$ cat src/rtl/jstk_disp_filter_pkg.sv
// Shared types and constants for the joystick display filter path.
// Optional build macro: JSTK_DEADBAND_EN (snap-to-centre on the displayed value).
package jstk_disp_pkg;

    // Sample and output width of the whole path.
    localparam int DATA_W = 10;

    // Mid-scale value that the deadband snaps to.
    localparam logic [DATA_W-1:0] CENTER_VAL = 10'd512;

    // Display FSM states.
    typedef enum logic [1:0] {
        S_PRIME  = 2'd0,
        S_RUN    = 2'd1,
        S_FROZEN = 2'd2
    } state_t;

    // Running-sum width: wide enough for a full window of full-scale samples.
    function automatic int sum_width(input int avg_log2);
        return DATA_W + avg_log2;
    endfunction

endpackage

$ cat src/rtl/jstk_disp_filter_if.sv
// Bus between the SPI receiver / display controller and the filter.
// Optional build macro: JSTK_DEADBAND_EN (no effect on this interface).
interface jstk_disp_filter_if;
    import jstk_disp_pkg::*;

    logic              SAMPLE_VALID;
    logic [DATA_W-1:0] SAMPLE_X;
    logic [DATA_W-1:0] SAMPLE_Y;
    logic              SEL;
    logic              FREEZE;
    logic [DATA_W-1:0] DOUT;
    logic              DOUT_VALID;
    logic              PRIMED;

    // Upstream side: supplies samples and display controls.
    modport master (
        output SAMPLE_VALID, SAMPLE_X, SAMPLE_Y, SEL, FREEZE,
        input  DOUT, DOUT_VALID, PRIMED
    );

    // Filter side.
    modport slave (
        input  SAMPLE_VALID, SAMPLE_X, SAMPLE_Y, SEL, FREEZE,
        output DOUT, DOUT_VALID, PRIMED
    );

endinterface

$ cat src/rtl/jstk_disp_filter_axis_avg.sv
// One-axis boxcar moving average: window shift register plus running sum.
// Optional build macro: JSTK_DEADBAND_EN (not used in this file).
module jstk_axis_avg
    import jstk_disp_pkg::*;
#(
    parameter int AVG_LOG2 = 3
) (
    input  logic              DCLK,
    input  logic              RST,
    input  logic              i_en,
    input  logic              i_prime,
    input  logic [DATA_W-1:0] i_sample,
    output logic [DATA_W-1:0] o_avg
);

    localparam int DEPTH = 1 << AVG_LOG2;
    localparam int SUM_W = sum_width(AVG_LOG2);

    logic [DATA_W-1:0] r_win      [DEPTH];
    logic [DATA_W-1:0] w_win_next [DEPTH];
    logic [SUM_W-1:0]  r_sum;
    logic [SUM_W-1:0]  w_sum_next;

    // Entry 0 always takes the new sample; older entries shift down, or are
    // all preloaded with the sample while priming so the average starts flat.
    generate
        for (genvar gi = 0; gi < DEPTH; gi++) begin : g_win
            if (gi == 0) begin : g_head
                assign w_win_next[gi] = i_sample;
            end else begin : g_tail
                assign w_win_next[gi] = i_prime ? i_sample : r_win[gi-1];
            end
        end
    endgenerate

    // Priming loads a full window's worth; otherwise add newest, drop oldest.
    // The sum always covers the oldest entry, so the subtraction cannot wrap.
    assign w_sum_next = i_prime
                      ? (SUM_W'(i_sample) << AVG_LOG2)
                      : (r_sum + SUM_W'(i_sample) - SUM_W'(r_win[DEPTH-1]));

    // Window and sum advance together on every accepted sample.
    always_ff @(posedge DCLK) begin
        if (RST) begin
            for (int i = 0; i < DEPTH; i++) r_win[i] <= '0;
            r_sum <= '0;
        end else if (i_en) begin
            for (int i = 0; i < DEPTH; i++) r_win[i] <= w_win_next[i];
            r_sum <= w_sum_next;
        end
    end

    // Truncating divide by the window depth.
    assign o_avg = r_sum[SUM_W-1:AVG_LOG2];

endmodule

$ cat src/rtl/jstk_disp_filter.sv
// Joystick display filter top: two axis averagers, axis select, freeze,
// optional deadband and the registered display output.
// Optional build macro: JSTK_DEADBAND_EN enables snap-to-centre around 512.
module jstk_disp_filter
    import jstk_disp_pkg::*;
#(
    parameter int AVG_LOG2 = 3
`ifdef JSTK_DEADBAND_EN
    ,
    parameter int DEADBAND = 16
`endif
) (
    input  logic               DCLK,
    input  logic               RST,
    jstk_disp_filter_if.slave  bus
);

    state_t            r_state;
    logic [DATA_W-1:0] r_dout;
    logic              r_dout_valid;
    logic              r_primed;
    logic              r_pend;
    logic              r_sel_prev;

    logic              w_prime;
    logic [DATA_W-1:0] w_avg_x;
    logic [DATA_W-1:0] w_avg_y;
    logic [DATA_W-1:0] w_avg_sel;
    logic [DATA_W-1:0] w_disp;

    assign w_prime = (r_state == S_PRIME);

    jstk_axis_avg #(.AVG_LOG2(AVG_LOG2)) u_avg_x (
        .DCLK     (DCLK),
        .RST      (RST),
        .i_en     (bus.SAMPLE_VALID),
        .i_prime  (w_prime),
        .i_sample (bus.SAMPLE_X),
        .o_avg    (w_avg_x)
    );

    jstk_axis_avg #(.AVG_LOG2(AVG_LOG2)) u_avg_y (
        .DCLK     (DCLK),
        .RST      (RST),
        .i_en     (bus.SAMPLE_VALID),
        .i_prime  (w_prime),
        .i_sample (bus.SAMPLE_Y),
        .o_avg    (w_avg_y)
    );

    assign w_avg_sel = bus.SEL ? w_avg_y : w_avg_x;

`ifdef JSTK_DEADBAND_EN
    // Averages close to mid-scale are shown as exactly mid-scale.
    assign w_disp = ((int'(w_avg_sel) >= int'(CENTER_VAL) - DEADBAND) &&
                     (int'(w_avg_sel) <= int'(CENTER_VAL) + DEADBAND))
                  ? CENTER_VAL : w_avg_sel;
`else
    assign w_disp = w_avg_sel;
`endif

    // Display FSM: r_pend marks that the sums moved on the previous edge, so
    // the output register picks up the new average one edge later. A select
    // change reloads immediately; both together give a single reload.
    always_ff @(posedge DCLK) begin
        if (RST) begin
            r_state      <= S_PRIME;
            r_dout       <= '0;
            r_dout_valid <= 1'b0;
            r_primed     <= 1'b0;
            r_pend       <= 1'b0;
            r_sel_prev   <= 1'b0;
        end else begin
            r_dout_valid <= 1'b0;
            r_sel_prev   <= bus.SEL;
            case (r_state)
                S_PRIME: begin
                    if (bus.SAMPLE_VALID) begin
                        r_primed <= 1'b1;
                        r_pend   <= ~bus.FREEZE;
                        r_state  <= bus.FREEZE ? S_FROZEN : S_RUN;
                    end
                end
                S_RUN: begin
                    if (bus.FREEZE) begin
                        r_pend  <= 1'b0;
                        r_state <= S_FROZEN;
                    end else begin
                        r_pend <= bus.SAMPLE_VALID;
                        if (r_pend || (bus.SEL != r_sel_prev)) begin
                            r_dout       <= w_disp;
                            r_dout_valid <= 1'b1;
                        end
                    end
                end
                S_FROZEN: begin
                    r_pend <= 1'b0;
                    if (!bus.FREEZE) begin
                        r_state      <= S_RUN;
                        r_dout       <= w_disp;
                        r_dout_valid <= 1'b1;
                        r_pend       <= bus.SAMPLE_VALID;
                    end
                end
                default: begin
                    r_state <= S_PRIME;
                    r_pend  <= 1'b0;
                end
            endcase
        end
    end

    assign bus.DOUT       = r_dout;
    assign bus.DOUT_VALID = r_dout_valid;
    assign bus.PRIMED     = r_primed;

endmodule

$ cat src/flat_wrapper.sv
// flat-port wrapper written by rule: the top's interface ports become plain ports
module jstk_disp_filter_flat import jstk_disp_pkg::*;
#(
    parameter int AVG_LOG2 = 3

)
  (DCLK, RST, bus_SAMPLE_VALID, bus_SAMPLE_X, bus_SAMPLE_Y, bus_SEL, bus_FREEZE, bus_DOUT, bus_DOUT_VALID, bus_PRIMED);
  jstk_disp_filter_if bus_i ();
  input  logic DCLK;
  input  logic RST;
  input wire logic [$bits(bus_i.SAMPLE_VALID)-1:0] bus_SAMPLE_VALID;
  input wire logic [$bits(bus_i.SAMPLE_X)-1:0] bus_SAMPLE_X;
  input wire logic [$bits(bus_i.SAMPLE_Y)-1:0] bus_SAMPLE_Y;
  input wire logic [$bits(bus_i.SEL)-1:0] bus_SEL;
  input wire logic [$bits(bus_i.FREEZE)-1:0] bus_FREEZE;
  output wire logic [$bits(bus_i.DOUT)-1:0] bus_DOUT;
  output wire logic [$bits(bus_i.DOUT_VALID)-1:0] bus_DOUT_VALID;
  output wire logic [$bits(bus_i.PRIMED)-1:0] bus_PRIMED;
  assign bus_i.SAMPLE_VALID = bus_SAMPLE_VALID;
  assign bus_i.SAMPLE_X = bus_SAMPLE_X;
  assign bus_i.SAMPLE_Y = bus_SAMPLE_Y;
  assign bus_i.SEL = bus_SEL;
  assign bus_i.FREEZE = bus_FREEZE;
  assign bus_DOUT = bus_i.DOUT;
  assign bus_DOUT_VALID = bus_i.DOUT_VALID;
  assign bus_PRIMED = bus_i.PRIMED;
  jstk_disp_filter #(.AVG_LOG2(AVG_LOG2)) u_core (.DCLK(DCLK), .RST(RST), .bus(bus_i));
endmodule
$ cat config.mk
export PLATFORM = sky130hd
export DESIGN_NAME = jstk_disp_filter_flat
export DESIGN_NICKNAME = d
export VERILOG_FILES = /design/src/rtl/jstk_disp_filter_pkg.sv /design/src/rtl/jstk_disp_filter_if.sv /design/src/rtl/jstk_disp_filter_axis_avg.sv /design/src/rtl/jstk_disp_filter.sv /design/src/flat_wrapper.sv
export SDC_FILE = /design/constraint.sdc
export NUM_CORES = 1
export LEC_CHECK = 0
export ABC_AREA = 1
export BUFFER_PORTS_ARGS = -buffer_cell sky130_fd_sc_hd__buf_2
export CORE_AREA = 2 2 133 135
export CTS_CLUSTER_SIZE = 20
export DETAILED_ROUTE_END_ITERATION = 8
export DIE_AREA = 0 0 135 137
export PLACE_DENSITY = 0.85
export SLEW_MARGIN = 5
export SYNTH_ARGS = -nofsm -noshare
export SYNTH_HDL_FRONTEND = slang
export SYNTH_SLANG_ARGS = --single-unit
$ cat constraint.sdc
create_clock -name DCLK -period 6.8 [get_ports DCLK]
set_clock_uncertainty 0.1 [all_clocks]
set_input_delay 2.04 -clock DCLK [delete_from_list [all_inputs] [get_ports DCLK]]
set_output_delay 2.04 -clock DCLK [all_outputs]
set_load 0.01 [all_outputs]
==> metrics <==
status complete, no violations; most frequent cells in the layout nand2_1, inv_1, edfxtp_1, a21oi_1, nor2_1; max_cap viols 0; R2R Path Start u_core.r_state[0]; Crit path top cell by count nand2_1; clk sinks 202; antenna-violating nets left 0; post-synth top area cell edfxtp_1; initial antenna violation count 0; CP delay by family, top buffers and inverters; first-pass GRT wire length 33.3 mm; RSZ-0062 raised after global routing false; Final Wtd Congestion 0.897; Max clock buf depth 3; die footprint 18500 µm²; period utilization between 60% and 70%; Std-Cell Core Area roughly 17000 µm²; flop-to-flop setup slack 4.06 ns; met2 Resource Use GR between 30% and 40%; via count between 7000 and 8000; Layout area overhead 9.66%; Rel. slew slack 30.9%; CP Buf/Inv Count 3; Final TNS setup 0 ns; Yosys cell types 26; Yosys reg bits 202; r2r endpoint u_core.u_avg_x.r_win[0][13]; largest net degree at the start of global routing 117; Design Power 4.82 mW; leakage power total 5.41 nW; Gate Count Post-Synth approximately 1100; synthesized area 10100 µm²; post-synthesis sequential area ratio a little under three fifths; Die W 135 µm; Pins Over Slew Limit 0; Peak Freq 230 MHz; vias per cell about 5.4; DP HPWL 13.9 mm; met3 Use GR 3.33%; Site Rows 48; HP Start u_core.bus.PRIMED; commonest non-fill, non-tap cell in the layout nand2_1; Wirelength per Cell 15.1 µm; vias in the first global route between 6000 and 7000; drt first-iter violations around 850; arrival time worst endpoint 4.60 ns; clk root buf clkbuf_16; gr usage total 22.7%; DRT Pass-1 Iters 6; met1 usage approximately a third; Critical-path top delay cell nor2_8; crit path kind in2reg; Synth top area share 47.6%; pwr dens 436 nW/µm²; Port Buffers 36; final setup vio count 0; Die H 137 µm; initial core utilization 59.2%; CP max stage delay 0.76 ns; # H-tree levels 1; # resized after CTS 0; cts hold-fix bufs 0; Hold Crit Class reg2reg; ANT cells 0; Final Hold Fails 0; TritonCTS clock tree done; Worst path depth 7; Post-Route WL 20.9 mm; grt total ovfl 0; net count reported at finish 1228; Clock Latency Late Sink 0.49 ns; reg2reg path depth 7; critical-path maximum fanout 64; worst path required time 7.05 ns; Net Count, Synth 1200; post-CTS setup buffers 0; YS warnings 0; GR peak layer met2; io pins 37; layout cell share with drive strength beyond 1 6.44%; Final min period 4.35 ns; Cell Chain, Critical Path buf_2 > nor2_2 > inv_2 > nor2_8 > buf_4 > nand2_1 > nand2_1; ranking of synthesized cells by area edfxtp_1, nand2_1, dfxtp_1; clock transition at the registers of the reported paths around 0.06 ns; Syn Area/Cell 8.98 µm²; CP Capture Type flop; CP startpoint kind input pin; worst vdd ir 0.000312 V; actual slew at the worst max-slew pin 1.04 ns; hold depth 2; Hold EP u_core.bus.PRIMED; drt drc 0; cts bufs inserted 21
-- layout make-up --
| type | count | area (µm²) |
|---|---|---|
| well taps | 225 | 282 |
| flip-flops and latches | 202 | 5650 |
| clock inverters | 9 | 149 |
| multi-input cells | 710 | 3560 |
| fillers | 1257 | 5980 |
| clock buffers | 26 | 544 |
| repair buffers | 41 | 230 |
| inverters | 177 | 669 |
-- synthesized netlist by cell type (all sizes together) --
master,count
a211oi,1
a21oi,97
buf,33
clkbuf,3
dfxtp,42
edfxtp,160
fa,20
ha,30
inv,177
mux2i,1
nand2,401
nand3,34
nand4,8
nor2,76
o2111a,1
o21ai,30
o22ai,3
xnor2,5
xor2,3
-- through the flow --
stage / instance area [µm²] / setup WS (ns) / hold slack (ns) / cells / utilization [%]
floorplan: 10100 / 0.719 / 0.337 / 1125 / -
global placement: 10400 / 2.16 / 0.344 / 1355 / 60.9
detailed placement: 10400 / 2.00 / 0.360 / 1355 / 60.9
CTS: 11100 / 2.49 / 0.377 / 1390 / 65.0
global route: 11100 / 2.23 / 0.405 / 1390 / 65.0
finish: 11100 / 2.45 / 0.374 / 1390 / 65.0
-- tightest hold or removal path, delay by kind of cell, from the launching register on --
family          cells  cell delay (ns)
compound gates      1             0.04
flops               1             0.32
simple gates        1             0.07
-- cells by family after synthesis --
group	Yosys count	synth area share (%)
multiplexers	1	0.0991
buffers and inverters	213	8.89
flip-flops	202	55.9
adder cells (fa/ha/maj)	50	7.68
AND/OR/NAND/NOR	519	20.1
AO/OA/AOI/OAI	132	6.66
XOR/XNOR	8	0.694
-- how the worst max path moves through the flow --
stage	from	endpoint	slack, ns
2_1_floorplan	RST	u_core.u_avg_x.r_sum[11]	0.72
3_3_place_gp	RST	u_core.u_avg_y.r_win[0][29]	2.16
3_5_place_dp	RST	u_core.u_avg_x.r_win[0][13]	2.00
4_1_cts	RST	u_core.u_avg_x.r_win[0][13]	2.49
5_1_grt	RST	u_core.u_avg_x.r_win[0][13]	2.23
6_report	RST	u_core.u_avg_x.r_win[0][13]	2.45
-- per-layer routing --
layer	routed length (µm)	share of wire [%]
met4	471	2.2
met5	0	0
met1	9320	45
met2	9770	47
met3	1380	6.6
-- registers in the layout (all words and copies together), names as in the netlist --
signal                 flops
u_core.u_avg_x.r_win      80
u_core.u_avg_x.r_sum      13
u_core.bus.PRIMED          1
u_core.bus.DOUT_VALID      1
u_core.u_avg_y.r_sum      13
u_core.r_state             2
u_core.u_avg_y.r_win      80
u_core.r_sel_prev          1
u_core.bus.DOUT           10
u_core.r_pend              1
-- power by group --
part / switching (mW) / leakage (nW) / total, mW / internal [mW]
Clock: 0.454 / 0.333 / 1.17 / 0.719
Sequential: 0.115 / 2.10 / 1.75 / 1.64
Combinational: 1.26 / 2.98 / 1.90 / 0.638
Note: power is estimated with default switching activity, not from simulation.
